$ cat src/rtl/i2c_register_bank.sv
// i2c_register_bank: register file between the I2C slave core and the OSD
// character RAM. It provides a banked direct RAM window, an auto-incrementing
// stream port, write-protect, sticky flags and a coherent status snapshot.
//
// Ports
//   clk            system clock
//   reset_n        async active-low reset
//   addr           register address from the i2c slave
//   data_in        write data
//   write_en       write level; each rising edge gives one write
//   data_out       registered read data (1-cycle latency)
//   status_bus     flat status bus, byte k = [8k+7:8k]
//   ram_data       OSD RAM write data (held between writes)
//   ram_wraddress  OSD RAM write address (held between writes)
//   ram_wren       OSD RAM write strobe, one cycle
//   enable_osd     OSD enable
module i2c_register_bank #(
    parameter int unsigned        ADDR_W      = 8,
    parameter int unsigned        RAM_AW      = 10,
    parameter int unsigned        WIN_BITS    = 7,
    parameter int unsigned        NUM_STATUS  = 32,
    parameter logic [ADDR_W-1:0]  STATUS_BASE = 8'h90
) (
    input  logic                    clk,
    input  logic                    reset_n,
    input  logic [ADDR_W-1:0]       addr,
    input  logic [7:0]              data_in,
    input  logic                    write_en,
    output logic [7:0]              data_out,
    input  logic [NUM_STATUS*8-1:0] status_bus,
    output logic [7:0]              ram_data,
    output logic [RAM_AW-1:0]       ram_wraddress,
    output logic                    ram_wren,
    output logic                    enable_osd
);

    localparam int unsigned BANK_W = RAM_AW - WIN_BITS;
    localparam int unsigned STAT_W = NUM_STATUS * 8;

    localparam logic [ADDR_W-1:0] CTRL_BASE = ADDR_W'(1 << WIN_BITS);
    localparam logic [ADDR_W-1:0] A_BANK    = ADDR_W'((1 << WIN_BITS) + 0);
    localparam logic [ADDR_W-1:0] A_CTRL    = ADDR_W'((1 << WIN_BITS) + 1);
    localparam logic [ADDR_W-1:0] A_PTRL    = ADDR_W'((1 << WIN_BITS) + 2);
    localparam logic [ADDR_W-1:0] A_PTRH    = ADDR_W'((1 << WIN_BITS) + 3);
    localparam logic [ADDR_W-1:0] A_STREAM  = ADDR_W'((1 << WIN_BITS) + 4);
    localparam logic [ADDR_W-1:0] A_FLAGS   = ADDR_W'((1 << WIN_BITS) + 5);
    localparam logic [ADDR_W-1:0] A_SNAP    = ADDR_W'((1 << WIN_BITS) + 6);

    logic              we_q;
    logic [BANK_W-1:0] bank;
    logic              write_protect;
    logic [RAM_AW-1:0] ptr;
    logic              flag_wrap;
    logic              flag_blocked;
    logic [STAT_W-1:0] snapshot;

    logic              wr_pulse_c;
    logic              win_sel_c;
    logic              ram_sel_c;
    logic [ADDR_W-1:0] stat_idx_c;
    logic              stat_sel_c;
    logic [7:0]        rd_data_c;

    // Address decode and write edge detect
    always_comb begin
        wr_pulse_c = write_en & ~we_q;
        win_sel_c  = (addr < CTRL_BASE);
        ram_sel_c  = win_sel_c || (addr == A_STREAM);
        stat_idx_c = addr - STATUS_BASE;
        stat_sel_c = (addr >= STATUS_BASE) && (32'(stat_idx_c) < NUM_STATUS);
    end

    // Read mux; unmapped and write-only addresses read 0
    always_comb begin
        rd_data_c = 8'h00;
        if (stat_sel_c) begin
            rd_data_c = 8'(snapshot >> {stat_idx_c, 3'b000});
        end else begin
            case (addr)
                A_BANK:  rd_data_c = 8'(bank);
                A_CTRL:  rd_data_c = {6'b0, write_protect, enable_osd};
                A_PTRL:  rd_data_c = 8'(ptr);
                A_PTRH:  rd_data_c = 8'(ptr >> 8);
                A_FLAGS: rd_data_c = {6'b0, flag_blocked, flag_wrap};
                default: rd_data_c = 8'h00;
            endcase
        end
    end

    // Register updates, RAM write port and read data
    always_ff @(posedge clk or negedge reset_n) begin
        if (!reset_n) begin
            we_q          <= 1'b0;
            data_out      <= 8'h00;
            bank          <= '0;
            enable_osd    <= 1'b0;
            write_protect <= 1'b0;
            ptr           <= '0;
            flag_wrap     <= 1'b0;
            flag_blocked  <= 1'b0;
            snapshot      <= '0;
            ram_wren      <= 1'b0;
            ram_data      <= 8'h00;
            ram_wraddress <= '0;
        end else begin
            we_q     <= write_en;
            data_out <= rd_data_c;
            ram_wren <= 1'b0;
            if (wr_pulse_c) begin
                if (ram_sel_c) begin
                    // Protected RAM writes are dropped and recorded as BLOCKED
                    if (write_protect) begin
                        flag_blocked <= 1'b1;
                    end else begin
                        ram_wren <= 1'b1;
                        ram_data <= data_in;
                        if (win_sel_c) begin
                            ram_wraddress <= {bank, addr[WIN_BITS-1:0]};
                        end else begin
                            ram_wraddress <= ptr;
                            ptr           <= ptr + RAM_AW'(1);
                            if (&ptr) begin
                                flag_wrap <= 1'b1;
                            end
                        end
                    end
                end else begin
                    case (addr)
                        A_BANK: bank <= BANK_W'(data_in);
                        A_CTRL: begin
                            enable_osd    <= data_in[0];
                            write_protect <= data_in[1];
                            if (data_in[2]) begin
                                flag_wrap    <= 1'b0;
                                flag_blocked <= 1'b0;
                            end
                        end
                        // Keep the other half of the pointer; excess PTR_H bits drop off
                        A_PTRL: ptr <= RAM_AW'({ptr >> 8, data_in});
                        A_PTRH: ptr <= RAM_AW'({data_in, ptr[7:0]});
                        A_SNAP: snapshot <= status_bus;
                        default: ;
                    endcase
                end
            end
        end
    end

endmodule

$ cat config.mk
export PLATFORM = sky130hd
export DESIGN_NAME = i2c_register_bank
export DESIGN_NICKNAME = d
export VERILOG_FILES = /design/src/rtl/i2c_register_bank.sv
export SDC_FILE = /design/constraint.sdc
export NUM_CORES = 1
export LEC_CHECK = 0
export CAP_MARGIN = 20
export CORE_AREA = 8 8 185 187
export DETAILED_ROUTE_END_ITERATION = 8
export DIE_AREA = 0 0 193 195
export PLACE_DENSITY_LB_ADDON = 0.15
export SYNTH_ARGS = -nofsm -noshare
export SYNTH_HDL_FRONTEND = slang
export SYNTH_SLANG_ARGS = --single-unit
$ cat constraint.sdc
create_clock -name clk -period 2 [get_ports clk]
set_input_delay 0.6 -clock clk [delete_from_list [all_inputs] [get_ports clk]]
set_output_delay 0.6 -clock clk [all_outputs]
set_load 0.01 [all_outputs]
==> results of run 1 <==
-- path summary, 6_finish.rpt --
path	startpoint	end	cells after the start
max	ram_wren	ram_wren	1
min	ram_wraddress[9]	ram_wraddress[9]	2
max reg2reg	snapshot[81]	data_out[1]	6
min reg2reg	ram_wraddress[9]	ram_wraddress[9]	2
max in group asynchronous	reset_n	snapshot[98]	3
min in group asynchronous	reset_n	snapshot[167]	2
-- cells by family after synthesis --
family / count (synthesis) / synth area share
fa+ha+maj: 3 / 0.00271
flops: 301 / 0.543
compound gates: 98 / 0.0479
mux: 372 / 0.337
simple gates: 118 / 0.0423
buf+inv: 72 / 0.0274
-- power by group --
part	leakage (nW)	internal (mW)	switching [mW]	total, mW
registers	4.17	6.23	0.0798	6.31
clock network	0.558	3.79	2.45	6.24
logic	4.72	0.920	0.625	1.55
total	9.45	10.9	3.16	14.1
-- registers in the layout, summed over array words and instances (netlist names) --
signal	flops
ram_wraddress	10
flag_blocked	1
flag_wrap	1
enable_osd	1
ptr	10
write_protect	1
ram_data	8
snapshot	256
bank	3
ram_wren	1
we_q	1
data_out	8
-- through the flow --
step	hold WS, ns	power [mW]	util
2_1_floorplan	0.304	6.90	-
3_3_place_gp	0.460	8.00	0.588
3_5_place_dp	0.471	8.02	0.588
4_1_cts	0.481	14.3	0.624
5_1_grt	0.513	14.6	0.625
6_report	0.472	14.1	0.625
-- layer usage --
metal  vias up  wire length (um)  global-route usage  share of wire
met1      4868             16800               0.278           0.42
met3        60              2560              0.0467          0.064
met5         -                63                   0         0.0016
met2       276             19800               0.357           0.50
li1       4385                 -                   -              -
met4        10               740              0.0533          0.019
-- layout make-up --
| cell class | instances | share of cell area |
|---|---|---|
| flip-flops and latches | 301 | 0.386 |
| diodes | 2 | 0.000257 |
| clock buffers | 49 | 0.0522 |
| repair buffers | 421 | 0.216 |
| inverters | 9 | 0.00212 |
| clock inverters | 10 | 0.00545 |
| multi-input cells | 591 | 0.312 |
| well taps | 402 | 0.0258 |
-- timing repair --
action | CTS | global route
resized for setup | 38 | 8
endpoints found under the setup margin | 305 | 52
hold buffers | 1 | 0
endpoints found under the hold margin | 29 | 0
setup buffers | 1 | 0
pin swaps | 2 | 3
-- cell usage in the layout (no fill, tap or decap), types with 3 or more instances in the layout --
master / synthesis / final
nand2_1: 38 / 38
a32o_1: 3 / 3
dlygate4sd2_1: 0 / 27
and3_1: 5 / 4
a22oi_1: 18 / 18
nand2b_1: 4 / 4
mux2_2: 265 / 259
buf_12: 0 / 26
mux2_4: 0 / 6
a21oi_1: 10 / 10
nor3_1: 8 / 8
a22o_1: 6 / 6
buf_4: 3 / 93
dfrtp_1: 301 / 301
o22ai_1: 4 / 4
mux4_2: 49 / 49
mux2i_1: 58 / 58
dlymetal6s2s_1: 0 / 3
nor2b_1: 4 / 4
clkbuf_8: 0 / 9
or3_4: 1 / 3
clkdlybuf4s50_1: 0 / 266
clkbuf_1: 11 / 5
or3_1: 5 / 3
nor2_1: 22 / 22
clkbuf_16: 0 / 35
nand4_1: 7 / 7
o21ai_0: 31 / 29
nand3_1: 10 / 8
clkinv_2: 0 / 6
inv_1: 9 / 7
==> impl_results.md, run 1 <==
* Outcome: completed
* Final #Nets at ~1600
* Core region area at ~0.031 mm^2
* First-pass GRT wire length at 61700 um
* Syn_nets at between 1000 and 1500
* Worst-Margin Slew at roughly 0.36 ns
* Mapped Cells at 964
* CTS Buffer Depth at 3
* Largest net degree at the start of global routing at 69
* Std-Cell Rows at 65
* Final setup violation count at 0
* Post-DR vias/cell at 5.38
* Yosys top cell area share at 0.543
* DR vias at 9599
* Max frequency at between 500 and 600 MHz
* CTS tree: yes
* RSZ-0062 raised after global routing: no
* Worst setup margin at 0.0660 ns
* Synth area leaders: dfrtp_1 54%, mux2_2 22%, mux4_2 8.0%, mux2i_1 4.2%, buf_2 1.6%
* Slowest stage cell, crit path: clkdlybuf4s50_1
* Final Non-Filler Cells at 1785
* Initial antenna violation count at 7
* Final WL at 39900 um
* Layout cells sized above 1 at 0.374
* All-Layer GR Usage at 0.213
* Final hold violations at 0
* Post-placement cell count at 1722
* Worst R2R Setup Slack at 0.23 ns
* Total negative slack at 0 ns
* Post-route ant nets at 0
* DR iter-0 viols at approximately 550
* Worst-path fanout max at 1
* Most common cell in the netlist: dfrtp_1
* Initial core utilization at 0.444
* Peak supply drop at 514 uV
* Netlist Area Pre-Place at between 0.01 and 0.015 mm^2
* Num CTS Buffers at 34
* CP endpoint kind: primary output
* Register area share after synthesis at 0.543
* HPWL after detailed placement at 31100 um
* Die footprint at 0.0376 mm^2
* Grt total ovfl at 0
* Leak at ~9.4 nW
* Period utilization at 0.967
* Vias in the first global route at 10700
* Die W at 193 um
* Final instance area at approximately 0.020 mm^2
* Max_cap viols at 0
* Fillers at around 2500
* Die Span Y at 195 um
* DRC Markers at 0
* Post-synth ARST share at 1.00
* Top-Level Pins at 303
* WP data arrival at 1.33 ns
* CP peak stage delay at 0.53 ns
* Area of the multi-input gates at 0.00609 mm^2
* Sequential cell area at 0.00753 mm^2
* Worst path bufs/invs at 1
* Pre-CTS setup slack at -0.746 ns
* Dpl cell area at 0.0184 mm^2
* Number of iterations in the first detailed-routing pass at 5
* Ys Warns at 0
* Critical Path RT at 1.40 ns
* Clk sinks at 301
* Number of buffers added on ports at 302
* Min Tclk post-route at 1.93 ns
* Synth cell types at 54
* HP Class: reg -> reg
* Syn-to-layout area delta at 40.6%
* Top cells by count, synth: 301 x dfrtp_1, 265 x mux2_2, 58 x mux2i_1, 49 x mux4_2, 43 x buf_2
* #FFs+latches synth at between 300 and 400
* Number of synthesized flops with an enable pin at 0
* CP Class: reg -> out
* Power density over the cells at around 720 mW/mm^2
* Syn_area_per_cell at around 14 um^2
* Cell at the root of the clock tree: clkbuf_16
* Clk Latency, worst-skew pair at 0.51 ns
* Startpoint Class: flip-flop
* Slew Viols, Final at 0
* Clock skew at 0.0195 ns
* CTS H-Tree Depth at 2
* Worst-path cell chain: clkdlybuf4s50_1
* Slew headroom at 0.750
* Gpl congestion at 0.898
* Worst-path clk slew at 0.06 ns
* Main flop type after synthesis: dfrtp_1
* Cell family with most CP delay: buffers and inverters
* Routed len/inst at 22.4 um
* Synth area leader: dfrtp_1
Note: power is estimated with default switching activity, not from simulation.
==> run 2, diff against run 1 <==
Settings changed: CORE_AREA 8 8 185 187 to 8 8 174 176, DIE_AREA 0 0 193 195 to 0 0 182 184.
==> run 2 against run 1 <==
Compared with the run above: maximum frequency down 2.6%; largest power group unchanged; largest cell class unchanged; combinational power hardly changed; sequential share of layout area shrank 0.48 points; first-iteration DRC count grew 12%; count of clock-buffer cells in the layout shrank 2; flip-flop and latch count stayed put; total power is 0.39% lower; hold slack worse by 0.025 ns; die area fell by 11%; final cell count down 1.5%; critical path depth increased by 5; highest routed layer unchanged.
==> impl_results.md, run 2 (same netlist as run 1, synthesis figures left out) <==
* Die footprint at 0.0335 mm^2 (-11%)
* Max reg flops at 256 (unchanged)
* Max_cap viols at 0 (unchanged)
* Cell at the root of the clock tree: clkbuf_16
* Final Non-Filler Cells at 1759 (-1.5%)
* DR vias at 9793 (+2.0%)
* Worst-path fanout max at 3 (+2)
* Number of buffers added on ports at 302 (unchanged)
* Register share of total power at 0.449 (about the same)
* Num CTS Buffers at 34 (unchanged)
* Worst-path cell chain: clkdlybuf4s50_1, or3b_4, or3_4, a21oi_4, a21bo_1, a22o_1
* CTS Buffer Depth at 3 (unchanged)
* Reg with most FFs: snapshot
* Worst-Margin Slew at 0.584 ns (+0.219 ns)
* Grt total ovfl at 0 (unchanged)
* HPWL after detailed placement at 30400 um (-2.2%)
* Final #Nets at 1663 (+1.7%)
* Startpoint Class: input port
* Die Span Y at 184 um (-5.6%)
* Slowest stage cell, crit path: clkdlybuf4s50_1
* Internal cell power at 10.9 mW (-0.53%)
* Period utilization at 0.992 (+0.0253)
* Commonest non-fill, non-tap cell in the layout: dfrtp_1
* CTS tree: yes
* Clk pwr share at 0.441 (-0.002)
* Slew Viols, Final at 0 (unchanged)
* Final instance area at 0.0198 mm^2 (+1.3%)
* Clk sinks at 301 (unchanged)
* Core region area at 0.0275 mm^2 (-12%)
* Gpl congestion at 0.891 (-0.74%)
* WP data arrival at 2.37 ns (+1.04 ns)
* Worst setup path start: addr[3]
* Worst-path clk slew at 0.06 ns (about the same)
* Post-route ant nets at 0 (unchanged)
* Fillers at 1932 (-21%)
* Max frequency at 504 MHz (-2.6%)
* Routed len/inst at 22.5 um (+0.61%)
* Initial core utilization at 0.505 (+0.0607)
* Top-Level Pins at 303 (unchanged)
* Die W at 182 um (-5.7%)
* Power density over the cells at 711 mW/mm^2 (-1.6%)
* Leak at 9.59 nW (+1.6%)
* All-Layer GR Usage at 0.237 (+0.0231)
* Number of iterations in the first detailed-routing pass at 7 (+2)
* CP peak stage delay at 0.43 ns (-0.10 ns)
* Worst hold path startpoint: write_en
* Initial antenna violation count at 9 (+2)
* Post-placement cell count at 1678 (-2.6%)
* Syn-to-layout area delta at 42.4%
* First-pass GRT wire length at 61600 um (-0.12%)
* HP Class: in -> reg
* DR iter-0 viols at 620 (+12%)
* Largest registers: snapshot x256, ptr x10, ram_wraddress x10
* Clk Latency, worst-skew pair at 0.52 ns (about the same)
* DRC Markers at 0 (unchanged)
* Clock skew at 0.0195 ns (-0.0000162 ns)
* Layout cells sized above 1 at 0.387 (+0.0132)
* Dpl cell area at 0.0184 mm^2 (+0.11%)
* CTS H-Tree Depth at 2 (unchanged)
* Final hold violations at 0 (unchanged)
* Switching part of the total at 0.225 (+0.00114)
* Cell family with most CP delay: simple AND/OR/NAND/NOR gates
* Reg2Reg Launch Point: snapshot[65]
* Post-DR vias/cell at 5.57 (+3.5%)
* CP Class: in -> reg
* Slew headroom at 0.610 (-0.140)
* Final setup violation count at 0 (unchanged)
* NetSw at 3.16 mW (+0.12%)
* Final WL at 39600 um (-0.86%)
* Min Tclk post-route at 1.98 ns (+0.0506 ns)
* CP endpoint kind: flip-flop
* Outcome: completed
* Most frequent cells in the layout: 301 x dfrtp_1, 266 x clkdlybuf4s50_1, 258 x mux2_2, 115 x buf_4, 57 x mux2i_1
* Worst path bufs/invs at 1 (unchanged)
* Largest net degree at the start of global routing at 58 (-16%)
* Part of the power in combinational logic at 0.110 (about the same)
* Peak supply drop at 595 uV (+16%)
* Vias in the first global route at 10800 (+1.5%)
* Critical Path RT at 2.39 ns (+0.99 ns)
* Std-Cell Rows at 61 (-6.2%)
==> run 2: cell type report <==
cell class                      count  area (um^2)  area share
Sequential cell                   301         7530       0.381
Tap cell                          346          433      0.0219
Inverter                            9         43.8     0.00222
Clock inverter                     13          165     0.00836
Antenna cell                        4         10.0    0.000507
Multi-Input combinational cell    591         6120       0.310
Clock buffer                       47          951      0.0481
Timing Repair Buffer              448         4500       0.228
==> run 2: power by group through the flow <==
| stage | logic (mW) | clock network [mW] | registers, mW |
|---|---|---|---|
| 6_report | 1.54 | 6.19 | 6.31 |
| 5_1_grt | 1.66 | 6.61 | 6.32 |
| 4_1_cts | 1.55 | 6.35 | 6.31 |
| 3_5_place_dp | 1.57 | 0 | 6.42 |
| 3_3_place_gp | 1.56 | 0 | 6.42 |
| 2_1_floorplan | 0.476 | 0 | 6.42 |
==> run 2: per-stage QoR <==
step | hold slack (ns) | total power [mW] | setup TNS (ns) | util | setup WS [ns]
6_report | 0.446 | 14.0 | 0 | 0.719 | 0.0154
5_1_grt | 0.417 | 14.6 | -0.0141 | 0.719 | -0.00984
4_1_cts | 0.482 | 14.2 | 0 | 0.716 | 0.000354
3_5_place_dp | 0.471 | 7.99 | -217.26 | 0.669 | -0.786
3_3_place_gp | 0.461 | 7.97 | -207.92 | 0.669 | -0.731
2_1_floorplan | 0.304 | 6.90 | -5.99 | - | -0.215
==> run 2: timing repair <==
item	in CTS	in global routing
pin swaps	7	9
hold endpoints to repair	34	0
endpoints found under the setup margin	324	46
setup buffers	11	4
gates resized for setup	51	21
cloned	2	0
hold buffers	1	0
==> run 2: metal layers <==
layer	track usage	up-vias	wire, um
met5	0	-	72
met4	0.0676	10	862
met3	0.0542	72	2380
met2	0.397	288	19500
met1	0.305	4987	16700
li1	-	4436	-
==> run 2: path summary, 6_finish.rpt <==
| path | end | slack (ns) | depth (start not counted) |
|---|---|---|---|
| setup / recovery | ptr[9] | 0.02 | 6 |
| hold reg to reg | ram_wraddress[6] | 0.48 | 2 |
| min in group asynchronous | snapshot[166] | 0.58 | 2 |
| hold / removal | we_q | 0.45 | 2 |
| setup reg to reg | data_out[1] | 0.21 | 6 |
| max in group asynchronous | snapshot[247] | 0.79 | 3 |
==> run 3, diff against run 2 <==
Settings changed: CTS_CLUSTER_DIAMETER set to 200.
==> results of run 3 <==
Same layout as run 2: the final DEF is identical, and so are final timing and power.
